## src/rtl/mux_scan_pkg.sv

```systemverilog
// -----------------------------------------------------------------------------
// mux_scan_pkg
// Shared definitions for the mux scan sequencer slice:
//   - state_t and its IDLE / SCAN / HOLD encodings
//   - NUM_CH / SEL_W channel geometry and the index of the last channel
//   - parity4() helper used when the parity output is built in
// No ports (package).
// -----------------------------------------------------------------------------
package mux_scan_pkg;

   localparam int NUM_CH = 4;
   localparam int SEL_W  = 2;

   // Index of the final channel of a scan; the channel counter stops here.
   localparam logic [SEL_W-1:0] LAST_CH = SEL_W'(NUM_CH - 1);

   // FSM encoding kept as plain constants so older code can compare raw bits.
   typedef logic [1:0] state_t;
   localparam state_t IDLE = 2'd0;
   localparam state_t SCAN = 2'd1;
   localparam state_t HOLD = 2'd2;

   // Even-parity helper: XOR of all four captured samples.
   function automatic logic parity4(input logic [NUM_CH-1:0] v);
      return ^v;
   endfunction

endpackage

```

## src/rtl/mux_scan_sequencer_dwell.sv

```systemverilog
// -----------------------------------------------------------------------------
// dwell_counter
// Counts how long the current mux channel has been selected. While en is high
// the count advances every clock and tc flags the last cycle of the dwell; the
// count wraps to zero on that cycle so the next channel starts fresh.
// Parameters:
//   DWELL  cycles per channel, 1..255 (anything else stops elaboration)
// Ports:
//   clk  in   clock, rising edge
//   rst  in   asynchronous active-high reset
//   en   in   count enable (high while a scan is running)
//   tc   out  terminal count: current cycle is the last dwell cycle
// -----------------------------------------------------------------------------
module dwell_counter #(
   parameter int DWELL = 1
) (
   input  logic clk,
   input  logic rst,
   input  logic en,
   output logic tc
);

   localparam logic [7:0] LAST_CNT = 8'(DWELL - 1);

   generate
      if ((DWELL < 1) || (DWELL > 255)) begin : g_bad_dwell
         $error("dwell_counter: DWELL must be within 1..255");
      end
   endgenerate

   logic [7:0] cnt_r;

   // A one-cycle dwell ends on every cycle, so tc is simply tied high then.
   assign tc = (DWELL == 1) ? 1'b1 : (cnt_r == LAST_CNT);

   // Dwell cycle counter; wraps on terminal count so it is zero at every channel start.
   always_ff @(posedge clk or posedge rst) begin
      if (rst) begin
         cnt_r <= 8'd0;
      end else if (en) begin
         if (tc) begin
            cnt_r <= 8'd0;
         end else begin
            cnt_r <= cnt_r + 8'd1;
         end
      end else begin
         cnt_r <= cnt_r;
      end
   end

endmodule

```

## src/rtl/mux_scan_sequencer.sv

```systemverilog
// -----------------------------------------------------------------------------
// mux_scan_sequencer
// Drives the select lines of an external 4-to-1 mux, dwells DWELL cycles on
// each channel, samples the mux output Y on the last dwell cycle and presents
// the four samples as FRAME with a VALID/READY handshake.
//
// VALID is published one cycle after the final sample is registered, so a
// scan sampled at edge E0 raises VALID at edge E0 + 4*DWELL + 1 and FRAME has
// been stable for a full cycle when VALID is first seen.
//
// Parameters:
//   DWELL  cycles each channel stays selected, 1..255
// Ports:
//   CLK    in      clock, rising edge
//   RST    in      asynchronous active-high reset
//   START  in      request one scan (honoured in IDLE, or in HOLD on hand-off)
//   S0     out     mux select bit 0
//   S1     out     mux select bit 1
//   Y      in      downstream mux output
//   FRAME  out [4] FRAME[n] = Y sampled while channel n was selected
//   VALID  out     FRAME holds a complete scan
//   READY  in      consumer accepts FRAME (only meaningful in HOLD)
//   BUSY   out     scan in progress
//   P      out     XOR of FRAME, only with MUX_SCAN_PARITY_EN defined
//
// Build option: define MUX_SCAN_PARITY_EN to add the parity output P.
// -----------------------------------------------------------------------------
module mux_scan_sequencer
   import mux_scan_pkg::*;
#(
   parameter int DWELL = 1
) (
   input  logic              CLK,
   input  logic              RST,
   input  logic              START,
   output logic              S0,
   output logic              S1,
   input  logic              Y,
   output logic [NUM_CH-1:0] FRAME,
   output logic              VALID,
   input  logic              READY,
   output logic              BUSY
`ifdef MUX_SCAN_PARITY_EN
   ,
   output logic              P
`endif
);

   state_t            state_r;
   logic [SEL_W-1:0]  ch_r;
   logic [SEL_W-1:0]  sel_r;
   logic [NUM_CH-1:0] frame_r;
   logic              valid_r;
   logic              busy_r;
   logic              commit_r;   // final sample taken, VALID goes up next edge
   logic              dwell_en_s;
   logic              tc_s;
`ifdef MUX_SCAN_PARITY_EN
   logic              p_r;
`endif

   assign dwell_en_s = (state_r == SCAN);

   dwell_counter #(
      .DWELL (DWELL)
   ) u_dwell (
      .clk (CLK),
      .rst (RST),
      .en  (dwell_en_s),
      .tc  (tc_s)
   );

   // Scan sequencing, sample capture and output handshake.
   always_ff @(posedge CLK or posedge RST) begin
      if (RST) begin
         state_r  <= IDLE;
         ch_r     <= '0;
         sel_r    <= '0;
         frame_r  <= '0;
         valid_r  <= 1'b0;
         busy_r   <= 1'b0;
         commit_r <= 1'b0;
`ifdef MUX_SCAN_PARITY_EN
         p_r      <= 1'b0;
`endif
      end else begin
         case (state_r)
            IDLE: begin
               if (START) begin
                  state_r <= SCAN;
                  ch_r    <= '0;
                  sel_r   <= '0;
                  busy_r  <= 1'b1;
               end else begin
                  state_r <= IDLE;
               end
            end

            SCAN: begin
               if (tc_s) begin
                  frame_r[ch_r] <= Y;
                  if (ch_r == LAST_CH) begin
                     // Channel counter parks on the last channel; it never wraps mid-scan.
                     state_r  <= HOLD;
                     sel_r    <= '0;
                     busy_r   <= 1'b0;
                     commit_r <= 1'b1;
`ifdef MUX_SCAN_PARITY_EN
                     p_r      <= parity4({Y, frame_r[NUM_CH-2:0]});
`endif
                  end else begin
                     ch_r  <= ch_r + 2'd1;
                     sel_r <= ch_r + 2'd1;
                  end
               end else begin
                  sel_r <= ch_r;
               end
            end

            HOLD: begin
               if (commit_r) begin
                  commit_r <= 1'b0;
                  valid_r  <= 1'b1;
               end else if (valid_r && READY) begin
                  valid_r <= 1'b0;
                  ch_r    <= '0;
                  sel_r   <= '0;
                  if (START) begin
                     // Back-to-back hand-off: next scan starts with no idle cycle.
                     state_r <= SCAN;
                     busy_r  <= 1'b1;
                  end else begin
                     state_r <= IDLE;
                  end
               end else begin
                  state_r <= HOLD;
               end
            end

            default: begin
               state_r  <= IDLE;
               ch_r     <= '0;
               sel_r    <= '0;
               valid_r  <= 1'b0;
               busy_r   <= 1'b0;
               commit_r <= 1'b0;
            end
         endcase
      end
   end

   assign S0    = sel_r[0];
   assign S1    = sel_r[1];
   assign FRAME = frame_r;
   assign VALID = valid_r;
   assign BUSY  = busy_r;
`ifdef MUX_SCAN_PARITY_EN
   assign P     = p_r;
`endif

endmodule

```

## config.mk

```make
export PLATFORM = sky130hd
export DESIGN_NAME = mux_scan_sequencer
export DESIGN_NICKNAME = d
export VERILOG_FILES = /design/src/rtl/mux_scan_pkg.sv /design/src/rtl/mux_scan_sequencer_dwell.sv /design/src/rtl/mux_scan_sequencer.sv
export SDC_FILE = /design/constraint.sdc
export NUM_CORES = 1
export LEC_CHECK = 0
export ABC_AREA = 1
export CORE_MARGIN = 2
export CORE_UTILIZATION = 30
export DETAILED_ROUTE_END_ITERATION = 8
export HOLD_SLACK_MARGIN = 0.15
export SETUP_SLACK_MARGIN = 0.5
export SLEW_MARGIN = 15
export SYNTH_ARGS = -nofsm -noshare
export SYNTH_HDL_FRONTEND = slang
export SYNTH_SLANG_ARGS = --single-unit
```

## constraint.sdc

```tcl
create_clock -name CLK -period 3.4 [get_ports CLK]
set_clock_uncertainty 0.1 [all_clocks]
set_input_delay 0.68 -clock CLK [delete_from_list [all_inputs] [get_ports CLK]]
set_output_delay 0.68 -clock CLK [all_outputs]
set_load 0.1 [all_outputs]
```

Word level (Yosys, flattened, before mapping)
Index checks and enable logic that the tools add are counted.
- add/subtract/negate cells: 1
- multiplexer cells: 25
- bitwise logic cells: 2
- equality and inequality tests: 9
- reduce and logical (&&, ||, !) cells: 10
- order comparisons: 2
- operators with widths (operator ; count):
    2-bit case mux with 3 select lines ; 3
    2-bit 2-to-1 mux ; 8
    1-bit 2-to-1 mux ; 9
    2-bit inequality test, second input constant ; 4
    2-bit AND reduction ; 3
    3-bit AND reduction ; 2
    4-bit bitwise mux ; 1
    2-bit == test, second input constant ; 2
    1-bit case mux with 2 select lines ; 2
    4-bit AND reduction ; 1
    2-bit by 3-bit less-than comparator with 1-bit output, second input constant ; 1
    3-bit inequality test, second input constant ; 1
    1-bit case mux with 3 select lines ; 1
    2-bit by 1-bit adder with 2-bit output, second input constant ; 1
    1-bit demux with 2-bit select ; 1
    2-bit by 1-bit == test with 1-bit output, second input constant ; 1
    2-bit by 1-bit greater-or-equal comparator with 1-bit output, second input constant ; 1
    1-bit logical AND ; 2
    2-bit zero test ; 1
    2-bit by 1-bit inequality test with 1-bit output, second input constant ; 1
    1-bit inverter ; 2
    2-bit OR reduction ; 1
- bits of input ports: 5
- output and inout bits: 8
- register bits after elaboration: 13
- word-level logic and storage cells: 56

Depth between registers and ports, before layout
- depth after elaboration: 5
- depth in mapped cells: 6
- depth with buffers taken out: 6

Hierarchy
A second synthesis with hierarchy kept.
- cell total of the unflattened synthesis: 100
- area, all modules: 757.0 um2
- by module, submodules not included (module ; cells an instance ; seq. area each (um2) ; area an instance (um2) ; instances):
    mux_scan_sequencer ; 98 ; 325.3 ; 745.7 ; 1
    dwell_counter ; 2 ; 0.0 ; 11.3 ; 1

Worst setup path before layout
Ideal clock, no wire load.
- path type: register to register
- start point: register valid_r (netlist: VALID)
- end point: register sel_r[1]
- arrival: 1.590 ns
- path slack: 1.588 ns
- buffers on the path: 0
- stages on the path, launching flop included: 6
- library setup time: 0.122 ns
- data required time: 3.178 ns
- cell sequence: dfrtp_1 -> nand2_1 -> o21ai_2 -> nand2_1 -> nand2_1 -> o21ai_2
- cells in the longest elaborated chain, start to end: 3
- ends and longest elaborated chain (element ; RTL line ; RTL):
    start, declared ; mux_scan_sequencer.sv:53 ; logic valid_r;
    start signal, assigned ; mux_scan_sequencer.sv:80 ; valid_r <= 1'b0;
    start signal, assigned ; mux_scan_sequencer.sv:123 ; valid_r <= 1'b1;
    start signal, assigned ; mux_scan_sequencer.sv:125 ; valid_r <= 1'b0;
    1-bit logical AND ; mux_scan_sequencer.sv:124 ; end else if (valid_r && READY) begin
    2-bit inequality test (no line) ; - ;
    3-bit AND reduction (no line) ; - ;
    end signal, assigned ; mux_scan_sequencer.sv:113 ; sel_r <= ch_r + 2'd1;
    end signal, assigned ; mux_scan_sequencer.sv:116 ; sel_r <= ch_r;
    end, declared ; mux_scan_sequencer.sv:51 ; logic [SEL_W-1:0] sel_r;
No other way between the ends.
A chain may end at the register's enable or synchronous reset.

Final worst setup path
- start point: register valid_r (netlist: VALID)
- end point: output port VALID
- RTL lines (element ; RTL line ; RTL):
    end, declared ; mux_scan_sequencer.sv:40 ; output logic VALID,
No word-level cell between the ends.

==> results.md <==
* Ports at 13
* Fin crit period at between 1.5 and 2 ns
* HP Class: flop to flop
* Final critical-path share of the clock period at between 50% and 60%
* Setup violators final at 0
* Reg2reg path depth at 6
* Per-cell routed wire length at a little under 10 um
* Clk sinks at 13
* Global-route wire length before repair at about 2.1 mm
* Syn Inst Count at 76
* Post-route setup TNS at 0 ns
* Initial antenna violation count at 0
* Total of max-cap violations at 0
* Post-Syn Area at between 600 and 700 um^2
* Die area at around 2500 um^2
* Final hold viol count at 0
* Ant diodes at 0
* Buffers plus inverters on the worst setup path at 1
* Most common cell after layout, fill and taps aside: nand2_1
* Stages on the worst setup path at 1
* Placed wire-length estimate at 899 um
* CTS Root Buffer Type: clkbuf_4
* Post-CTS Hold Buffers at 0
* First DRT Iteration DRCs at 8
* Hold-critical path depth at 2
* Slew Viols, Final at 0
* Post-cts sizing count at 0
* Core ar. at around 2000 um^2
* Post-synth cell types at 15
* Clock Path Buffers at 2
* Crit-path leading delay family: flip-flops
* Critical Path End Type: output port
* Crit-path max FO at 3
* Finished Cell Area at 806 um^2
* Slew @ Worst Pin at about 0.48 ns
* Clock insertion delay at the later pin of the skew report at 0.27 ns
* H-tree depth at 1
* # fillers at roughly 220
* Count of port buffers added during placement at 12
* Tot GR Track Use at ~11%
* Share of post-route cells with drive strength above 1 at a little over a fifth
* Fmax at between 0.5 and 0.6 GHz
* Chip height at ~50 um
* Final core occ at around two fifths
* Via Count at 530
* #FFs+latches synth at 13
* Die W at just over 50 um
* CP cell instances: buf_4
* Count of nets after finishing at slightly above 100
* Critical path's slowest cell: dfrtp_1
* Detailed Routing Iterations Pass 1 at 4
* Initial Util at around a third
* Via/cell ratio at 4.45
* RD Place Congestion at about 0.83
* Synthesized Nets at 85
* CP required at between 2 and 3 ns
* Vias in the first global route at about 500
* Placed cell areas at between 700 and 800 um^2
* Startpoint Class: flop
* Worst endpoint data arrival time at roughly 0.94 ns
* Worst path max stage delay at between 0.3 and 0.4 ns
* Post-CTS Setup Bufs at 0
* Final wirelength at about 1.2 mm
* Site Rows at 16
* Antenna-violating nets left at 0
* Area Growth Syn to Fin at 24.8%
* Slew HR at between 60% and 70%
* Crit Path Category: flop to output port
* Yosys Warn Count at 0
* RSZ-0062 raised after global routing: no
* Most frequent cells in the layout: nand2_1, dfrtp_1, buf_4, inv_1
* DRC at 0
* Overflow after GRT at 0
* Number of buffers created by CTS at 3
* Outcome: completed
* Syn Area/Cell at 8.49 um^2
* Largest net degree at the start of global routing at 14
* Register area share after synthesis at ~50%
* Clock slew at reported path FFs at ~0.08 ns
* CTS tree: yes
## synthesized netlist by cell type, drive strengths merged
cell type / instances / area (um^2)
nand2: 30 / 118
dfrtp: 13 / 325
inv: 9 / 33.8
o21ai: 8 / 47.6
nor2: 6 / 32.5
ha: 4 / 50.1
nand3: 3 / 20.0
nand4: 3 / 18.8
## kinds of logic after synthesis
logic type	share of synthesized area (%)
buffers and inverters	5.23
and+or+nand+nor	29.3
adders and majority gates	7.75
DFF	50.4
AOI/OAI and AO/OA	7.37
## registers in the layout, indices dropped and copies added (netlist names)
register  flops
commit_r      1
FRAME         4
BUSY          1
VALID         1
ch_r          2
sel_r         2
state_r       2
## through the flow
| step | instances | setup WS (ns) | hold WS, ns |
|---|---|---|---|
| 4_1_cts | 119 | 1.66 | 0.409 |
| 5_1_grt | 119 | 1.62 | 0.434 |
| 2_1_floorplan | 76 | 1.59 | 0.389 |
| 6_report | 119 | 1.68 | 0.401 |
| 3_5_place_dp | 115 | 1.50 | 0.388 |
| 3_3_place_gp | 115 | 1.50 | 0.374 |
## layer usage
layer  share of wire (%)  routed length [um]  track usage (%)  vias to the layer above
met2                  48                 551             17.5                       10
met5                   0                   0                0                        -
li1                    -                   -                -                      269
met1                  44                 512             13.2                      246
met3                 3.6                  41             1.79                        5
met4                 4.0                  46             9.46                        0
## cell type report
| cell class | instances | area, um^2 | share of cell area [%] |
|---|---|---|---|
| Timing Repair Buffer | 12 | 100 | 12.4 |
| Multi-Input combinational cell | 54 | 287 | 35.6 |
| Tap cell | 27 | 33.8 | 4.19 |
| Clock buffer | 4 | 26.3 | 3.26 |
| Sequential cell | 13 | 325 | 40.4 |
| Inverter | 9 | 33.8 | 4.19 |
## path summary, 6_finish.rpt
check                                     start                   end  slack, ns
max                           VALID$_DFFE_PP0P_                 VALID       1.68
min                        FRAME[3]$_DFFE_PP0P_  FRAME[3]$_DFFE_PP0P_       0.40
max reg2reg                 ch_r[0]$_DFFE_PP0P_   ch_r[1]$_DFFE_PP0P_       2.12
min reg2reg                FRAME[3]$_DFFE_PP0P_  FRAME[3]$_DFFE_PP0P_       0.40
max in group asynchronous                   RST      BUSY$_DFFE_PP0P_       2.25
min in group asynchronous                   RST  FRAME[2]$_DFFE_PP0P_       0.62
Power is not shown: default switching activity piles up to over one toggle a cycle in this logic, so the estimate is an artifact.
